File: src/rtl/downlink_serializer.sv
// Downlink framing serializer: buffers one byte behind a valid/ready handshake and shifts it
// out as an NRZ frame (start, data MSB-first, optional even parity, stop). Bit timing comes
// from rising edges of the sampled 1 MHz divider output; everything runs on the system clock.
module downlink_serializer #(
    parameter int unsigned DATA_WIDTH = 8,
    parameter int unsigned PARITY_EN  = 1
) (
    input  logic                  clock,
    input  logic                  reset,
    input  logic                  bit_clk,
    input  logic [DATA_WIDTH-1:0] data_in,
    input  logic                  data_valid,
    output logic                  data_ready,
    output logic                  tx_out,
    output logic                  busy,
    output logic                  frame_done
);

    // Bit counter must be at least one bit wide even for a 1-bit payload.
    localparam int unsigned CntW = (DATA_WIDTH > 1) ? $clog2(DATA_WIDTH) : 1;
    localparam logic [CntW-1:0] LastCnt = CntW'(DATA_WIDTH - 1);

    typedef enum logic [2:0] {
        StIdle,
        StStart,
        StData,
        StParity,
        StStop
    } state_e;

    state_e                state_q, state_d;
    logic                  bit_clk_q;
    logic                  tick;
    logic                  hold_full_q, hold_full_d;
    logic [DATA_WIDTH-1:0] hold_data_q, hold_data_d;
    logic [DATA_WIDTH-1:0] shift_q, shift_d;
    logic [DATA_WIDTH-1:0] shift_next;
    logic                  parity_q, parity_d;
    logic [CntW-1:0]       bit_cnt_q, bit_cnt_d;
    logic                  tx_q, tx_d;
    logic                  frame_done_q, frame_done_d;
    logic                  xfer;

    // One-cycle bit tick on each sampled rising edge of the divider output.
    assign tick = bit_clk & ~bit_clk_q;

    // Holding register moves into the shift register only at a frame boundary tick.
    assign xfer = tick & hold_full_q & ((state_q == StIdle) | (state_q == StStop));

    assign shift_next = shift_q << 1;

    // State register.
    always_ff @(posedge clock or posedge reset) begin
        if (reset) begin
            state_q <= StIdle;
        end else begin
            state_q <= state_d;
        end
    end

    // Next-state logic; the FSM only advances on a bit tick.
    always_comb begin
        state_d = state_q;
        if (tick) begin
            case (state_q)
                StIdle: begin
                    if (hold_full_q) state_d = StStart;
                end
                StStart: state_d = StData;
                StData: begin
                    if (bit_cnt_q == '0) state_d = (PARITY_EN != 0) ? StParity : StStop;
                end
                StParity: state_d = StStop;
                StStop: state_d = hold_full_q ? StStart : StIdle;
                default: state_d = StIdle;
            endcase
        end
    end

    // Datapath and output next-state: line value, shifter, parity, counter, buffer.
    always_comb begin
        tx_d         = tx_q;
        shift_d      = shift_q;
        parity_d     = parity_q;
        bit_cnt_d    = bit_cnt_q;
        frame_done_d = 1'b0;
        hold_full_d  = hold_full_q;
        hold_data_d  = hold_data_q;

        if (tick) begin
            case (state_q)
                StIdle: begin
                    tx_d = 1'b1;
                end
                StStart: begin
                    tx_d      = shift_q[DATA_WIDTH-1];
                    bit_cnt_d = LastCnt;
                end
                StData: begin
                    if (bit_cnt_q != '0) begin
                        shift_d   = shift_next;
                        tx_d      = shift_next[DATA_WIDTH-1];
                        bit_cnt_d = bit_cnt_q - CntW'(1);
                    end else begin
                        tx_d = (PARITY_EN != 0) ? parity_q : 1'b1;
                    end
                end
                StParity: begin
                    tx_d = 1'b1;
                end
                StStop: begin
                    frame_done_d = 1'b1;
                    tx_d         = 1'b1;
                end
                default: begin
                    tx_d = 1'b1;
                end
            endcase
        end

        // Frame boundary with a buffered byte: start the next frame with no idle bit.
        if (xfer) begin
            shift_d     = hold_data_q;
            parity_d    = ^hold_data_q;
            tx_d        = 1'b0;
            hold_full_d = 1'b0;
        end

        // Accept never collides with xfer since data_ready is low while the buffer is full.
        if (data_valid && !hold_full_q) begin
            hold_full_d = 1'b1;
            hold_data_d = data_in;
        end
    end

    // Datapath registers; reset abandons any frame and drops the buffered byte.
    always_ff @(posedge clock or posedge reset) begin
        if (reset) begin
            bit_clk_q    <= 1'b0;
            hold_full_q  <= 1'b0;
            hold_data_q  <= '0;
            shift_q      <= '0;
            parity_q     <= 1'b0;
            bit_cnt_q    <= '0;
            tx_q         <= 1'b1;
            frame_done_q <= 1'b0;
        end else begin
            bit_clk_q    <= bit_clk;
            hold_full_q  <= hold_full_d;
            hold_data_q  <= hold_data_d;
            shift_q      <= shift_d;
            parity_q     <= parity_d;
            bit_cnt_q    <= bit_cnt_d;
            tx_q         <= tx_d;
            frame_done_q <= frame_done_d;
        end
    end

    // Outputs come straight from registers or a state decode.
    always_comb begin
        data_ready = ~hold_full_q;
        tx_out     = tx_q;
        busy       = (state_q != StIdle);
        frame_done = frame_done_q;
    end

endmodule
File: config.mk
export PLATFORM = sky130hd
export DESIGN_NAME = downlink_serializer
export DESIGN_NICKNAME = d
export VERILOG_FILES = /design/src/rtl/downlink_serializer.sv
export SDC_FILE = /design/constraint.sdc
export NUM_CORES = 1
export LEC_CHECK = 0
export BUFFER_PORTS_ARGS = -buffer_cell sky130_fd_sc_hd__buf_2
export CAP_MARGIN = 10
export CELL_PAD_IN_SITES_DETAIL_PLACEMENT = 1
export CELL_PAD_IN_SITES_GLOBAL_PLACEMENT = 2
export CORE_ASPECT_RATIO = 1.2
export CORE_MARGIN = 2
export CORE_UTILIZATION = 37
export DETAILED_ROUTE_END_ITERATION = 10
export GPL_ROUTABILITY_DRIVEN = 1
export PLACE_DENSITY_LB_ADDON = 0.2
export SKIP_LAST_GASP = 1
export SYNTH_ARGS = -nofsm -noshare
export SYNTH_HDL_FRONTEND = slang
export SYNTH_SLANG_ARGS = --single-unit
File: constraint.sdc
create_clock -name clock -period 2.1 [get_ports clock]
set_input_delay 0.315 -clock clock [delete_from_list [all_inputs] [get_ports clock]]
set_output_delay 0.315 -clock clock [all_outputs]
set_load 0.02 [all_outputs]
==> results of run 1 <==
[tightest hold or removal path: cells and delay by family]
family	cells	cell delay, ns
buf+inv	3	0.45
[layer usage]
layer / part of all wire, % / global-route usage [%] / vias up
met2: 55 / 24.54 / 11
met3: 2.1 / 2.222 / 4
met4: 1.5 / 5.556 / 0
li1: - / - / 461
met1: 42 / 17.54 / 475
met5: 0 / 0 / -
[per-stage QoR]
| stage | instances | instance area (sq um) |
|---|---|---|
| 2_1_floorplan | 127 | 1356 |
| 3_3_place_gp | 179 | 1473 |
| 3_5_place_dp | 179 | 1473 |
| 4_1_cts | 183 | 1518 |
| 5_1_grt | 183 | 1518 |
| 6_report | 183 | 1518 |
[power groups by stage]
stage	Sequential, mW	Combinational (mW)	Clock (mW)
6_report	0.889	0.972	0.290
2_1_floorplan	0.869	0.796	0
3_5_place_dp	0.903	0.984	0
4_1_cts	0.891	0.987	0.305
5_1_grt	0.924	1.09	0.316
3_3_place_gp	0.891	0.950	0
[cell type report]
type / count / area, sq um
Clock buffer: 4 / 45.04
Fill cell: 413 / 2056
Timing Repair Buffer: 21 / 120.1
Sequential cell: 27 / 676.9
Tap cell: 39 / 48.80
Inverter: 5 / 18.77
Multi-Input combinational cell: 87 / 608.1
[cells by family after synthesis]
logic type	Yosys count	share of synthesized area [%]
fa+ha+maj	2	1.845
simple gates	38	14.95
compound gates	23	10.24
mux	16	12.64
buf+inv	13	5.258
xor+xnor	8	5.166
flops	27	49.91
[worst min path at each step]
stage | endpoint | slack, ns
2_1_floorplan | bit_clk_q | 0.35
3_3_place_gp | bit_cnt_q[0] | 0.39
3_5_place_dp | bit_cnt_q[1] | 0.40
4_1_cts | state_q[2] | 0.10
5_1_grt | shift_q[7] | 0.13
6_report | bit_cnt_q[1] | 0.09
[state kept, by name (all words and copies together), names as in the netlist]
name	flops
hold_data_q	8
shift_q	8
bit_cnt_q	3
state_q	3
bit_clk_q	1
frame_done	1
hold_full_q	1
parity_q	1
tx_out	1
[layout by cell type (no fill, tap or decap), types with 2 or more instances in the layout]
cell / n
sky130_fd_sc_hd__mux2_2: 9
sky130_fd_sc_hd__mux2i_1: 7
sky130_fd_sc_hd__dfrtp_1: 26
sky130_fd_sc_hd__buf_4: 6
sky130_fd_sc_hd__o21ai_0: 6
sky130_fd_sc_hd__a21oi_1: 3
sky130_fd_sc_hd__o21ai_1: 7
sky130_fd_sc_hd__ha_1: 2
sky130_fd_sc_hd__nor2b_1: 3
sky130_fd_sc_hd__clkbuf_8: 3
sky130_fd_sc_hd__nand2_1: 15
sky130_fd_sc_hd__nand2b_4: 2
sky130_fd_sc_hd__and3_1: 2
sky130_fd_sc_hd__xnor2_1: 7
sky130_fd_sc_hd__buf_2: 15
sky130_fd_sc_hd__inv_1: 5
sky130_fd_sc_hd__nor2_1: 7
sky130_fd_sc_hd__nand2b_1: 3
==> results.txt, run 1 <==
- The flow ran to the end, and the final reports show no timing, DRC or antenna violations.
- Critical path cell sequence: inv_1, ha_1, nor2b_1, mux2_2, a211o_1, a22o_2
* Worst setup timing slack at the placement stage: between 0.2 and 0.3 ns
- For flop-to-flop paths, the worst setup slack is between 0.2 and 0.3 ns.
- List of most frequent post-synthesis cells: 26 x sky130_fd_sc_hd__dfrtp_1, 15 x sky130_fd_sc_hd__nand2_1, 9 x sky130_fd_sc_hd__mux2_2
* Yosys warning total: 0
* Worst r2r path cells: 6
* Post-route ant nets: 0
- Hold WC Path Type: in2async
- From bottom edge to top edge, the die measures about 70 um.
* Reg-to-Reg End: tx_out
- Counting buffers and inverters, the worst setup path is 6 cells deep.
- Broken down by cell family, the worst path's largest delay share belongs to compound AO/OA/AOI/OAI gates.
* Vias in the first global route: 1,049
- Number of gates resized after CTS: 0
- Sequential elements use 49.91% of the synthesized area.
* Buf/Inv on CP: 1
* Number of clock buffers inserted by TritonCTS: 3
- Most used DFF post-synth: sky130_fd_sc_hd__dfrtp_1
- The mapped netlist covers 1356 sq um.
* Number of detailed-route iterations in the first pass: 4
- Summed over all failing endpoints, the final setup total negative slack is 0 ns.
- At the worst endpoint, the arrival time is about 2 ns.
* Unrepaired setup endpoints after global routing: no
- Across the run, the number of max-cap violations was 0.
- Sink count of the clock tree: 27
- Row generation in the floorplan step produced 24 rows.
* Largest net degree at the start of global routing: 28
- DR vias: around 950
* Period minus WS final: around 1.8 ns
- Across every metal layer, demand over resource in global routing totals 14.35%.
* Skew-Pair Late Insertion Delay: ~0.27 ns
- Initial antenna violation count: 0
- Proportion of total power due to net switching: between 30 and 40%
* Post-synth EDFFs: 0
* Final period util: 86.07%
* Per-instance average area after synthesis: about 11 sq um
* Worst clock skew: roughly 0.0018 ns
- Once the clock tree was built, the setup fixing pass inserted 0 buffers.
* Detailed placement HPWL: around 2000 um
* Share of flip-flops with an asynchronous set or reset after synthesis: between 90% and 100%
- Synth unique cells: 34
* Number of DRC markers after the initial detailed-route iteration: 26
* Sequential share of power: 41.3%
- For this run, the slowest stage of the critical path takes ~0.4 ns.
- For this design the ratio of total power to cell area is 1417 nW/um^2.
- TritonCTS built the clock tree.
- Highest achievable clock rate: 0.5533 GHz
* Port bufs: 15
- The startpoint identified for the worst register-to-register timing path is bit_cnt_q[0].
- Setup Viol. Count Final: 0
* Worst relative slew slack: between 60% and 70%
- Total number of H-tree levels: 1
- Clk pin slew, worst setup/hold paths: around 0.090 ns
* Synthesized netlist cell count: about 130
- Power share of the clock group: ~14%
- Routed WL: approximately 2600 um
- Die width: 59.27 um
* Worst hold slack: about 0.09 ns
- Post-route DRC violation count: 0
- The worst setup path is captured at a flip-flop.
- Worst setup startpoint: bit_cnt_q[0]
- The analysis attributes to net switching a power of roughly 0.78 mW.
* Gate power share: around 45%
* Last element of the critical path: tx_out
- No sink is reached through more buffers than the 2 on the longest clock path.
- Dividing the detail-routed wire length by the instance count gives between 10 and 15 um.
- IR analysis of the VDD net gives a maximum drop of 0.0006924 V.
* Standby leakage power: between 0.7 and 0.8 nW
- By instance count, the leading cell after synthesis is sky130_fd_sc_hd__dfrtp_1.
- The final hold violation count came to 0.
- Flip-flop and latch count after synthesis: 27
- In this run, post-CTS hold repair placed 0 buffers.
- In this run the worst path has a maximum fanout of 3.
- The area growth from synthesis to layout is 11.90%.
- Total chip power: 2.151 mW
- In this run the standard cell core region covers 3573 sq um.
* # nets final: 159
* CTS root buffer: sky130_fd_sc_hd__clkbuf_8
* Internal power: between 1 and 1.5 mW
* Residual overflow from global routing: 0
* Final Core Density: about 42%
* Cell types occupying the most area after synthesis: sky130_fd_sc_hd__dfrtp_1 48%, sky130_fd_sc_hd__mux2_2 7.5%, sky130_fd_sc_hd__mux2i_1 5.2%
- CP required: about 2.3 ns
* Largest area contributor in the netlist: sky130_fd_sc_hd__dfrtp_1
- Actual transition at the worst max-transition pin: between 0.4 and 0.5 ns
- After synthesis, the largest area contributor takes up a little under half of total cell area.
* Slowest library cell on the worst path: sky130_fd_sc_hd__dfrtp_1
- The critical path is of the reg2reg type.
* Layout cells sized above 1: 27.08%
* Nature of the critical path startpoint: flip-flop
- The count of pins over their slew limit is 0.
* Post-Syn Nets: 141
- Once the floorplan was initialized, standard cells occupied between 30% and 40% of the core.
- Global-route wire length before repair: ~4700 um
- Full die area: approximately 4200 sq um
- The number of antenna diodes in the final layout is 0.
- Number of top-level pins: 16
- At the end of routability-driven placement, the weighted congestion stood at ~0.74.
- Using the TritonRoute via totals, the vias-per-cell ratio works out to 5.197.
* Setup slack after layout: 0.2925 ns
Power figures use the tool's default switching activity.
==> run 2, diff against run 1 <==
--- a/config.mk
+++ b/config.mk
@@ -9,12 +9,12 @@
 export CAP_MARGIN = 10
 export CELL_PAD_IN_SITES_DETAIL_PLACEMENT = 1
 export CELL_PAD_IN_SITES_GLOBAL_PLACEMENT = 2
-export CORE_ASPECT_RATIO = 1.2
 export CORE_MARGIN = 2
 export CORE_UTILIZATION = 37
 export DETAILED_ROUTE_END_ITERATION = 10
 export GPL_ROUTABILITY_DRIVEN = 1
 export PLACE_DENSITY_LB_ADDON = 0.2
+export REMOVE_ABC_BUFFERS = 1
 export SKIP_LAST_GASP = 1
 export SYNTH_ARGS = -nofsm -noshare
 export SYNTH_HDL_FRONTEND = slang
==> results.txt, run 2 (synthesis results as in run 1) <==
- Maximum vdd ir drop: roughly 0.00048 V
* Number of DRC markers after the initial detailed-route iteration: 42
- Critical path cell sequence: inv_1, ha_1, nor2b_1, mux2_2, a211o_1, a22o_2
* Post-CTS setup buffer count: 0
- Number of gates resized after CTS: 0
- CP arrival: about 2.1 ns
* Antenna diodes: 0
- Row Count: 21
- Detailed placement HPWL: around 1900 um
- Regs by FF count: hold_data_q (8), shift_q (8)
- The min-delay analysis places its worst path in the category in2async.
* Largest net degree at the start of global routing: 28
* Clock tree from TritonCTS: yes
- Global-route wire length before repair: approximately 4400 um
- Starting Density: about 40%
- Dividing the detail-routed via count by the number of cells gives 4.989.
- Post-route ant nets: 0
- Max-cap violations in this run came to 0.
* Skew-Pair Late Insertion Delay: around 0.32 ns
- Between clock sinks in the finished design, the worst skew comes to around 0.0096 ns.
- The area growth from synthesis to layout is 11.16%.
- Worst hold slack: 0.01878 ns
- Setup violations remaining at the end of the flow were counted as 0.
* Hold buffers post-CTS: 0
* Number of top-level pins: 16
- Summing over every cut layer, the via total after detailed routing is about 950.
- On the worst path, the slowest cell contributes a delay of approximately 0.42 ns.
- For the pin with the worst max-slew slack, the measured transition is 0.4917 ns.
* Most used cells in the layout excluding fill and tap cells: 26 x sky130_fd_sc_hd__dfrtp_1, 15 x sky130_fd_sc_hd__nand2_1, 15 x sky130_fd_sc_hd__buf_2
* CTS root buffer: sky130_fd_sc_hd__clkbuf_4
- Input and output buffers added on the ports amount to 15.
* Residual overflow from global routing: 0
- Unrepaired setup endpoints after global routing: no
* Post-route DRC violation count: 0
* Nature of the critical path startpoint: flip-flop
- Worst relative slew slack: around two thirds
- Number of hold-slack violations in the final timing report: 0
- Result of the run: complete, no violations
- At the end of routability-driven placement, the weighted congestion stood at a little under 0.8.
- Die width: approximately 65 um
- Full die area: approximately 4200 sq um
- Filler instances: 400
- Number of detailed-route iterations in the first pass: 3
- Period minus WS final: around 1.8 ns
- Clock tree synthesis inserted a total of 3 buffers.
- Power spread over the standard cell area amounts to around 1400 nW/um^2.
- The final critical path takes up between 80 and 90% of the cycle.
- WL per Instance: roughly 14 um
- Final Core Density: ~44%
- Max clock buf depth: 2
- Largest fanout on the critical path: 3
- Count of pins over their slew limit: 0
* CP Capture Type: flip-flop
- FF/Latch Area: ~680 sq um
* Total number of H-tree levels: 1
- The initial antenna violation count came to 0.
- Most common library cell in the layout ignoring fill and taps: sky130_fd_sc_hd__dfrtp_1
* Clk pin slew, worst setup/hold paths: between 0.1 and 0.15 ns
- The via count of the first global-routing pass was between 900 and 1k.
- Highest achievable clock rate: 0.5515 GHz
* Routed WL: 2621 um
- By startpoint and endpoint, the worst setup path is classified as reg2reg.
- The floorplan step set the die height to about 65 um.
- # nets final: approximately 160
- The multi-input combinational cells in the finished layout cover a total of 608.1 sq um.
- The clock drives 27 sinks.
- Register-to-register setup slack: about 0.29 ns
- In this run the standard cell core region covers 3416 sq um.
- CP required: roughly 2.4 ns
- For this design the static power due to leakage is around 0.74 nW.
- Layout cells sized above 1: approximately 27%
- Final setup TNS: 0 ns
- Overall fraction of global-route tracks in use: 13.86%
- Slowest library cell on the worst path: sky130_fd_sc_hd__dfrtp_1
## run 2: cell types whose count changed in the layout (fill, tap and decap cells not counted)
cell and change:
sky130_fd_sc_hd__clkbuf_4 +3, sky130_fd_sc_hd__clkbuf_8 -3
## run 2: layout make-up
cell class | instances | area share [%]
Inverter | 5 | 1.245
Sequential cell | 27 | 44.90
Tap cell | 46 | 3.817
Timing Repair Buffer | 21 | 7.967
Clock buffer | 4 | 1.743
Multi-Input combinational cell | 87 | 40.33
## run 2: worst max-delay path: cells and delay by family (launching register included)
kind	cells	cell delay, ns
compound gates	2	0.49
flops	1	0.42
mux	1	0.36
simple gates	1	0.22
fa+ha+maj	1	0.19
buf+inv	1	0.09
## run 2: final timing paths
kind | start | to | cells after the start
worst max-delay path | bit_cnt_q[0] | tx_out | 6
worst min-delay path | reset | bit_cnt_q[0] | 3
worst max register to register | bit_cnt_q[0] | tx_out | 6
worst min register to register | bit_cnt_q[0] | bit_cnt_q[0] | 1
max in group asynchronous | reset | tx_out | 3
min in group clock | bit_clk | bit_clk_q | 1
## run 2: metal layers
| layer | vias to the layer above | track usage, % | share of wire [%] |
|---|---|---|---|
| met5 | - | 0 | 0 |
| met4 | 0 | 5.585 | 1.7 |
| met3 | 4 | 2.604 | 2.1 |
| met2 | 9 | 25.13 | 53 |
| met1 | 472 | 16.02 | 43 |
| li1 | 463 | - | - |
## run 2: where the power goes
part	internal (mW)	switching (mW)	total, mW
Combinational	0.502	0.457	0.960
Clock	0.0743	0.148	0.222
Sequential	0.733	0.154	0.887
## run 2: per-stage QoR
stage	total power, mW	cells	area (sq um)	setup WS (ns)
global route	2.263	190	1508	0.1902
floorplan	1.619	119	1304	0.4381
detailed placement	1.885	186	1481	0.3007
finish	2.069	190	1508	0.2868
global placement	1.840	186	1481	0.3850
CTS	2.111	190	1508	0.2855
